<file path="src/rtl/regfile_mp.sv">
// Parametrised multi-port register file: two async read ports, one write port,
// write-protected constant range, and sequenced init after synchronous reset.
module regfile_mp #(
    parameter int WIDTH  = 8,
    parameter int AW     = 4,
    parameter int RO_LO  = 4,
    parameter int RO_HI  = 10,
    parameter int BYPASS = 1,
    parameter logic [WIDTH*(2**AW)-1:0] INIT =
        (WIDTH*(2**AW))'(128'h00000000_00fdfbf9_00ff0100_ff410302)
) (
    input  logic             clk,
    input  logic             rst,
    input  logic             rdy,
    input  logic             we,
    input  logic [AW-1:0]    wa,
    input  logic [WIDTH-1:0] di,
    input  logic [AW-1:0]    ra0,
    input  logic [AW-1:0]    ra1,
    output logic [WIDTH-1:0] do0,
    output logic [WIDTH-1:0] do1,
    output logic             busy,
    output logic             ro_err
);

    localparam int DEPTH = 2**AW;
    localparam logic [AW-1:0] RO_LO_A = AW'(RO_LO);
    localparam logic [AW-1:0] RO_HI_A = AW'(RO_HI);
    localparam logic [AW-1:0] LAST    = AW'(DEPTH - 1);
    localparam bit RO_EN = (RO_LO <= RO_HI);

    typedef enum logic {S_INIT, S_RUN} state_t;

    state_t           state;
    logic [AW-1:0]    icnt;
    logic [WIDTH-1:0] regs [DEPTH];
    logic             ro_hit;
    logic             wr_ok;

    always_comb begin
        ro_hit = RO_EN && (wa >= RO_LO_A) && (wa <= RO_HI_A);
        wr_ok  = we && rdy && !busy && !ro_hit;
    end

    // The array itself is never reset so it can still map onto distributed RAM.
    always_ff @(posedge clk) begin
        if (rst) begin
            state  <= S_INIT;
            icnt   <= '0;
            busy   <= 1'b1;
            ro_err <= 1'b0;
        end else begin
            case (state)
                S_INIT: begin
                    regs[icnt] <= INIT[int'(icnt)*WIDTH +: WIDTH];
                    icnt       <= icnt + 1'b1;
                    ro_err     <= 1'b0;
                    if (icnt == LAST) begin
                        state <= S_RUN;
                        busy  <= 1'b0;
                    end
                end
                S_RUN: begin
                    ro_err <= we && rdy && ro_hit;
                    if (wr_ok)
                        regs[wa] <= di;
                end
                default: state <= S_INIT;
            endcase
        end
    end

    always_comb begin
        do0 = '0;
        do1 = '0;
        if (!busy) begin
            do0 = regs[ra0];
            do1 = regs[ra1];
            if (BYPASS != 0 && wr_ok && ra0 == wa) do0 = di;
            if (BYPASS != 0 && wr_ok && ra1 == wa) do1 = di;
        end
    end

endmodule
</file>
<file path="config.mk">
export PLATFORM = sky130hd
export DESIGN_NAME = regfile_mp
export DESIGN_NICKNAME = d
export VERILOG_FILES = /design/src/rtl/regfile_mp.sv
export SDC_FILE = /design/constraint.sdc
export NUM_CORES = 1
export LEC_CHECK = 0
export ABC_AREA = 1
export ABC_CLOCK_PERIOD_IN_PS = 3500
export CAP_MARGIN = 30
export CORE_ASPECT_RATIO = 1.75
export CORE_MARGIN = 4
export CORE_UTILIZATION = 35
export DETAILED_ROUTE_END_ITERATION = 6
export HOLD_SLACK_MARGIN = 0.1
export PLACE_DENSITY_LB_ADDON = 0.2
export SLEW_MARGIN = 15
export SYNTH_ARGS = -nofsm -noshare
export SYNTH_HDL_FRONTEND = slang
export SYNTH_SLANG_ARGS = --single-unit
</file>
<file path="constraint.sdc">
create_clock -name clk -period 3.5 [get_ports clk]
set_input_delay 0.7 -clock clk [delete_from_list [all_inputs] [get_ports clk]]
set_output_delay 0.7 -clock clk [all_outputs]
set_load 0.02 [all_outputs]
</file>
Word level (Yosys, flattened, before mapping)
Memories as Yosys holds them, arrays and structs flattened.
Index checks and enable logic that the tools add are counted.

operators by class
  add/subtract/negate cells = 1
  equal/unequal tests = 3
  order comparisons = 2
  bitwise operators = 1
  reductions and logical operators = 11
  shift operators = 1
  multiplexer cells = 17

operators with widths
  kind                      number
  $shiftx 128x8->8 const A  1
  $mux 8                    5
  $mux 1                    10
  $eq 4x4->1                2
  $reduce_or 8->1           1
  $logic_and 1x1->1         7
  $add 4x1->4 const B       1
  $eq 4x4->1 const B        1
  $ge 4x3->1 const B        1
  $le 4x4->1 const B        1
  $mux 4                    1
  $logic_not 1->1           2
  $pmux 1 s2                1
  $reduce_and 2->1          1
  $not 1->1                 1

word-level totals
  memories kept = 1
  RAM bits = 128
  register bits = 7
  input bits = 24

memory list
  name  words  bits a word  rd ports  clocked after Yosys merged registers in  write ports  line  RTL
  regs  16     8            2         0                                        1            36    logic [WIDTH-1:0] regs [DEPTH];

Depth between registers and ports, before layout
Gate-level depths: netlist (run 1).

  depth in word-level cells = 10
  mapped depth = 9
  depth with buffers taken out = 8

Worst setup path after synthesis (run 1)
No wires, ideal clock.

  path kind = input to output
  start = in ra0[2]
  end = out do0[0]
  path buffers = 2
  stages on the path = 7
  data required time = 2.800 ns
  setup slack = 0.952 ns
  arrival time = 1.848 ns
  cell sequence = buf_2 -> inv_1 -> clkbuf_1 -> nand3_1 -> nand3_1 -> nand2_1 -> a21oi_1

on the way
  longest elaborated chain between the ends = 4
  elaborated cells between the ends (all ways) = 5
  classes of those cells = eq/ne (1); mux (2); reduce/logical (1); memory (1)

RTL lines
  what                                                                  line  RTL
  from (decl)                                                           18    input logic [AW-1:0] ra0,
  parallel branches: the longest is 2 deep, another holds $mem_v2 16x8  n/a
  $mux 8 (*)                                                            79    if (BYPASS != 0 && wr_ok && ra0 == wa) do0 = di;
  $mux 8 (*)                                                            76    if (!busy) begin
  to (decl)                                                             20    output logic [WIDTH-1:0] do0,

Mark *: on every way between the ends.

Worst setup path in the final report (run 1)
  start = in ra1[2]
  end = out do1[1]

on the way
  longest elaborated chain between the ends = 4
  elaborated cells between the ends (all ways) = 5
  classes of those cells = eq/ne (1); mux (2); reduce/logical (1); memory (1)

RTL lines
  what                                                                  line  RTL
  from (decl)                                                           19    input logic [AW-1:0] ra1,
  parallel branches: the longest is 2 deep, another holds $mem_v2 16x8  n/a
  $mux 8 (*)                                                            80    if (BYPASS != 0 && wr_ok && ra1 == wa) do1 = di;
  $mux 8 (*)                                                            76
  to (decl)                                                             21    output logic [WIDTH-1:0] do1,

Marks and branches as above.

==> metrics.md, run 1 <==
| Metric | Value |
|---|---|
| Mapped cell area | 7408 sq um |
| CP cell instances | clkdlybuf4s50_1 > buf_4 > nand3_1 > nand3_1 > nand2_1 > a21oi_1 > dlygate4sd2_1 |
| Vias per inst | 5.432 |
| DIE HEIGHT | roughly 200 um |
| RD Place Congestion | 0.8737 |
| CP required | 2800 ps |
| Final slew viol count | 0 |
| Internal power | 3.042 mW |
| CP arrival | 2560 ps |
| Final setup fails | 0 |
| Largest delay share family, worst path | buffers and inverters |
| Syn. warnings | 0 |
| Crit path kind | input pin to primary output |
| Area of the multi-input gates | 3050 sq um |
| Deepest clock path buffer count | 2 |
| Count leader, synth | nand2_1 |
| Synthesized Nets | 914 |
| DP Area | around 8600 sq um |
| Switching pwr | around 1.1 mW |
| Initial antenna violation count | 0 |
| Final Non-Filler Cells | 1228 |
| FMAX | just over 0.3 GHz |
| Final setup margin | 244.8 ps |
| Worst-path clk slew | about 60 ps |
| CP Launch Type | input pin |
| Top_reg_cell synth | edfxtp_1 |
| Power share of the sequential group | 0.446 |
| FILL cells | 2076 |
| FP Rows | 70 |
| Commonest cells in the netlist | nand2_1, nand3_1, edfxtp_1, buf_2, inv_1 |
| Max-slew headroom | 0.4453 |
| Most used cell, CP | nand3_1 |
| Syn Area/Cell | approximately 8.4 sq um |
| Pre-Repair DR Iteration Count | 7 |
| DRC | 0 |
| GRT Util Overall | 0.2249 |
| Core Region | 20850 sq um |
| Buf+Inv Stages, Crit Path | 3 |
| DP HPWL | 18750 um |
| Largest net degree at the start of global routing | 35 |
| Area Growth Syn to Fin | 23.73% |
| I/O pin cnt | between 40 and 50 |
| Sum Neg Setup Slack | 0 ps |
| Max_cap viols | 0 |
| Reg area | 3984 sq um |
| Clock power frac | 0.419 |
| Vias | 6671 |
| Sw Ratio | 0.2624 |
| Worst R2R End | regs[10][3] |
| Grt ovf | 0 |
| Crit end category | primary output |
| Final hold violations | 0 |
| Wire per inst | 21.28 um |
| Combinational Power Share | 0.135 |
| Vias in the first global route | around 6600 |
| Worst R2R Path Depth | 6 |
| Synth top area cells | edfxtp_1, nand3_1, nand2_1, buf_2, dfxtp_1 |
| RSZ-0062 raised after global routing | no |
| Share of post-route cells with drive strength above 1 | 0.1363 |
| CP max FO | 8 |
| DP Worst Slack | -64.38 ps |
| Reg-to-reg slack, setup | roughly 1100 ps |
| Critical Path Max Stage Delay | 620 ps |
| Initial DRC count | around 530 |
| TritonCTS clock tree | built |
| Post-CTS Hold Buffers | 0 |
| Die width | approximately 120 um |
| Antenna Nets Post-Route | 0 |
| Max IR drop VDD | 0.3608 mV |
| Largest area contributor in the netlist | edfxtp_1 |
| CP max-delay cell | clkdlybuf4s50_1 |
| Fin crit share | 0.9301 |
| PostCTS Resize Cnt | 5 |
| PwrDens | 449.9 nW/um^2 |
| WHS Path Cells | 2 |
| Crit path time final | 3255 ps |
| Nets | 993 |
| Initial Util | 0.3554 |
| Hold WS | 536.7 ps |
| Antenna fix cells | 0 |
| Hold_sp | busy |
| Register area share after synthesis | 0.5377 |
| Post CTS Setup Buffer Count | 0 |
| Status | finished clean |
| Die area | around 24000 sq um |
| Reg-to-Reg Start | icnt[2] |
| H-Tree Depth | 4 |
| Netlist cell types | 29 |
| Drt total wl | roughly 26000 um |
| First-pass GRT wire length | about 40000 um |
| Final core utilization | 0.4397 |
| Hold Crit Class | flip-flop to flip-flop |
| CTS sink cnt | 135 |
| Flops & latches, synth | 135 |
| Async set or reset register ratio after synthesis | 0 |
| Pleak | 3.834 nW |
| Worst Hold Path EP | busy |
| Mapped Cells | between 800 and 900 |
| Total power | between 4 and 5 mW |
| Total CTS buffers | 17 |
| Placed Cells incl. Taps | about 1200 |
| Fin area | 9166 sq um |
| Setup Skew | 5.501 ps |
| Worst Tran Pin Value | 832.0 ps |
| Post-synth EDFFs | 128 |
| Skew-Pair Late Insertion Delay | roughly 430 ps |
| Yosys top cell area share | 0.5188 |
| Clk Tree Root Cell | clkbuf_16 |
| IO buf count | 41 |
worst max path at each step:
stage | depth (start not counted) | endpoint | start | slack (ps)
after floorplan | 7 | do0[0] | ra0[2] | 950
after global placement | 7 | do0[6] | wa[2] | -50
after detailed placement | 8 | do0[3] | wa[0] | -60
after CTS | 8 | do1[3] | ra1[2] | 5
after global routing | 8 | do1[1] | wa[0] | 140
final | 7 | do1[1] | ra1[2] | 240
cells in the final DEF (no fill, tap or decap), types with 2 or more instances in the layout:
cell / instances
nand2_1: 326
nand3_1: 248
edfxtp_1: 128
buf_4: 62
inv_1: 23
clkdlybuf4s50_1: 23
a21oi_1: 22
nor2_1: 17
clkbuf_16: 17
dlymetal6s2s_1: 12
buf_12: 12
o21ai_0: 11
inv_2: 8
o21ai_2: 7
dfxtp_1: 7
ha_1: 6
xnor2_1: 4
nor2_4: 4
clkinv_2: 4
dlygate4sd2_1: 4
nand4_1: 3
nand2_2: 3
o21ai_1: 3
clkbuf_8: 3
clkinvlp_4: 3
clkinv_4: 2
buf_2: 2
sequential cells by signal, indices dropped and copies added (netlist names):
| register | cells |
|---|---|
| busy | 1 |
| icnt | 4 |
| ro_err | 1 |
| regs | 128 |
| state | 1 |
power by group through the flow:
stage	clock network [mW]	logic (mW)	registers, mW
after floorplan	0	0.290	1.87
final	1.73	0.555	1.84
after detailed placement	0	0.557	1.87
after CTS	1.75	0.558	1.84
after global routing	1.82	0.605	1.84
after global placement	0	0.556	1.87
cell families after synthesis:
logic type,Yosys count,synth area share
xor gates and xnor gates,4,0.004728
DFF,135,0.5377
AOI/OAI and AO/OA,46,0.03496
and+or+nand+nor,607,0.3611
adders and majority gates,6,0.01013
buffers and inverters,86,0.05134
cell type report:
class,instances,share of cell area
multi-input combinational,663,0.3328
clock inverter,11,0.01078
clock buffer,21,0.05132
sequential,135,0.4346
tap,252,0.03440
inverter,31,0.01269
timing repair buffer,115,0.1234
worst reg2reg max path: cells and delay by family (launching register included):
family | cells | cell delay, ps
compound gates | 2 | 940
fa+ha+maj | 1 | 240
buf+inv | 2 | 280
flops | 1 | 510
simple gates | 1 | 60
per-layer routing:
metal  routed length, um  up-vias  GRT usage
met1                9218     3188     0.2401
met4                1200        0     0.1140
li1                    -     3195          -
met2               14470      232     0.4277
met3                1243       56    0.02876
met5                   0        -          0
Power figures use the tool's default switching activity.
==> run 2, diff against run 1 <==
--- a/config.mk
+++ b/config.mk
@@ -13,7 +13,6 @@
 export CORE_UTILIZATION = 35
 export DETAILED_ROUTE_END_ITERATION = 6
 export HOLD_SLACK_MARGIN = 0.1
-export PLACE_DENSITY_LB_ADDON = 0.2
 export SLEW_MARGIN = 15
 export SYNTH_ARGS = -nofsm -noshare
 export SYNTH_HDL_FRONTEND = slang
==> run 2 against run 1 <==
Against the previous run: via count rose by 2.7%; hold slack worse by 5.8 ps; design area decreased by 0.49%; sequential power about the same; critical path type unchanged; register-to-register slack gained 210 ps; setup slack worse by 31 ps; clock-buffer cell count shrank 3; sequential cell count did not move; non-clock buffer count decreased by 7; first-iteration DRC count is 6.2% higher; utilization fell by 0.22 points.
==> metrics.md, run 2 (same netlist as run 1, synthesis figures left out) <==
| Metric | Value |
|---|---|
| Setup Skew | ~8.5 ps |
| Wire per inst | 21.65 um |
| CP arrival | 2590 ps |
| Area Growth Syn to Fin | 23.12% |
| CP Launch Type | input pin |
| Vias | 6849 |
| Total CTS buffers | 17 |
| DIE HEIGHT | 200.5 um |
| Vias per inst | 5.609 |
| Pleak | 3.699 nW |
| Status | finished clean |
| Die area | 23650 sq um |
| Antenna Nets Post-Route | 0 |
| Final hold violations | 0 |
| TritonCTS clock tree | built |
| Crit end category | primary output |
| Initial Util | 0.3554 |
| H-Tree Depth | 4 |
| Post CTS Setup Buffer Count | 0 |
| Crit path time final | around 3300 ps |
| Core Region | 20850 sq um |
| Antenna fix cells | 0 |
| Final slew viol count | 0 |
| Die width | approximately 120 um |
| Share of post-route cells with drive strength above 1 | 0.1321 |
| CP required | 2800 ps |
| Sum Neg Setup Slack | 0 ps |
| Reg area | 3984 sq um |
| Regs by FF count | regs (128), icnt (4) |
| FMAX | 0.3043 GHz |
| FP Rows | 70 |
| Final core utilization | 0.4376 |
| RSZ-0062 raised after global routing | no |
| Fin crit share | 0.9388 |
| RD Place Congestion | 0.9755 |
| Max-slew headroom | 0.6141 |
| Initial antenna violation count | 0 |
| Grt ovf | 0 |
| Drt total wl | 26430 um |
| Nets | approximately 990 |
| Max IR drop VDD | 0.3405 mV |
| Max FFs per register | 128 |
| Hold Crit Class | flip-flop to flip-flop |
| Reg with most FFs | regs |
| GRT Util Overall | 0.2211 |
| PwrDens | ~460 nW/um^2 |
| Commonest cells after routing, fill and taps aside | nand2_1, nand3_1, edfxtp_1 |
| Worst-path clk slew | 60 ps |
| CTS sink cnt | 135 |
| I/O pin cnt | 42 |
| Initial DRC count | approximately 560 |
| Vias in the first global route | 6749 |
| FILL cells | 2044 |
| Area of the multi-input gates | 3059 sq um |
| IO buf count | 41 |
| First-pass GRT wire length | 39380 um |
| Placed Cells incl. Taps | about 1200 |
| Final Non-Filler Cells | 1221 |
| Final setup fails | 0 |
| Post-CTS Hold Buffers | 0 |
| Clk Tree Root Cell | clkbuf_16 |
| Max_cap viols | 0 |
| DP HPWL | 18530 um |
| Pre-Repair DR Iteration Count | 5 |
| Skew-Pair Late Insertion Delay | 420 ps |
| Most common cell after layout, fill and taps aside | nand2_1 |
| Crit path kind | input pin to primary output |
| DRC | 0 |
| CP max FO | 12 |
| Deepest clock path buffer count | 2 |
| Largest net degree at the start of global routing | 66 |
| Worst Tran Pin Value | 572.8 ps |
| Hold WS | 531.0 ps |
## run 2: cell types whose count changed in the layout (fill, tap and decap cells not counted), sizes merged
cell / change
clkinv: -2
buf: -7
dlymetal6s2s: -7
dlygate4sd2: +7
clkinvlp: +4
bufinv: +1
clkbuf: -3
## run 2: metrics by stage
| step | total power [mW] | worst slack [ps] | area (sq um) |
|---|---|---|---|
| floorplan | 2.159 | 952.3 | 7408 |
| global placement | 2.430 | -28.41 | 8541 |
| detailed placement | 2.431 | -33.32 | 8541 |
| CTS | 4.172 | 2.079 | 9109 |
| global route | 4.297 | 60.17 | 9121 |
| finish | 4.165 | 214.2 | 9121 |
## run 2: cell type report
cell class	count	share of cell area
Clock buffer	18	0.04705
Sequential cell	135	0.4368
Multi-Input combinational cell	663	0.3354
Inverter	31	0.01276
Timing Repair Buffer	108	0.1167
Clock inverter	14	0.01674
Tap cell	252	0.03457
## run 2: timing repair
| item | in CTS | in global routing |
|---|---|---|
| endpoints found under the setup margin | 11 | 5 |
| gates resized for setup | 11 | 5 |
| pin swaps | 0 | 0 |
## run 2: worst paths after layout
path | slack [ps] | cells past startpoint | start | to
max | 210 | 8 | ra0[2] | do0[1]
min | 530 | 1 | state | icnt[0]
max reg2reg | 1310 | 7 | state | regs[10][3]
min reg2reg | 530 | 1 | state | icnt[0]
## run 2: layer usage
layer  track usage  wire (um)
met1        0.2290       9056
met5             0          0
met4        0.1656       2016
met3       0.02566       1386
met2        0.4040      13970
## run 2: power by group
group / leakage (nW) / switching, mW / total [mW] / internal (mW)
Sequential: 1.23 / 0.0193 / 1.84 / 1.82
Combinational: 2.21 / 0.378 / 0.560 / 0.183
Clock: 0.261 / 0.711 / 1.76 / 1.05
## run 2: worst max-delay path, cell delays in order
cell and delay (ps):
clkdlybuf4s50_1 500, buf_12 160, xnor2_1 130, nand2_1 110, nor2_4 210, nand2_1 200, a21oi_1 200, dlygate4sd2_1 350
==> run 3, diff against run 2 <==
--- a/config.mk
+++ b/config.mk
@@ -13,7 +13,6 @@
 export CORE_UTILIZATION = 35
 export DETAILED_ROUTE_END_ITERATION = 6
 export HOLD_SLACK_MARGIN = 0.1
-export SLEW_MARGIN = 15
 export SYNTH_ARGS = -nofsm -noshare
 export SYNTH_HDL_FRONTEND = slang
 export SYNTH_SLANG_ARGS = --single-unit
==> results of run 3 <==
Final layout, timing and power as in run 2 (identical DEF).
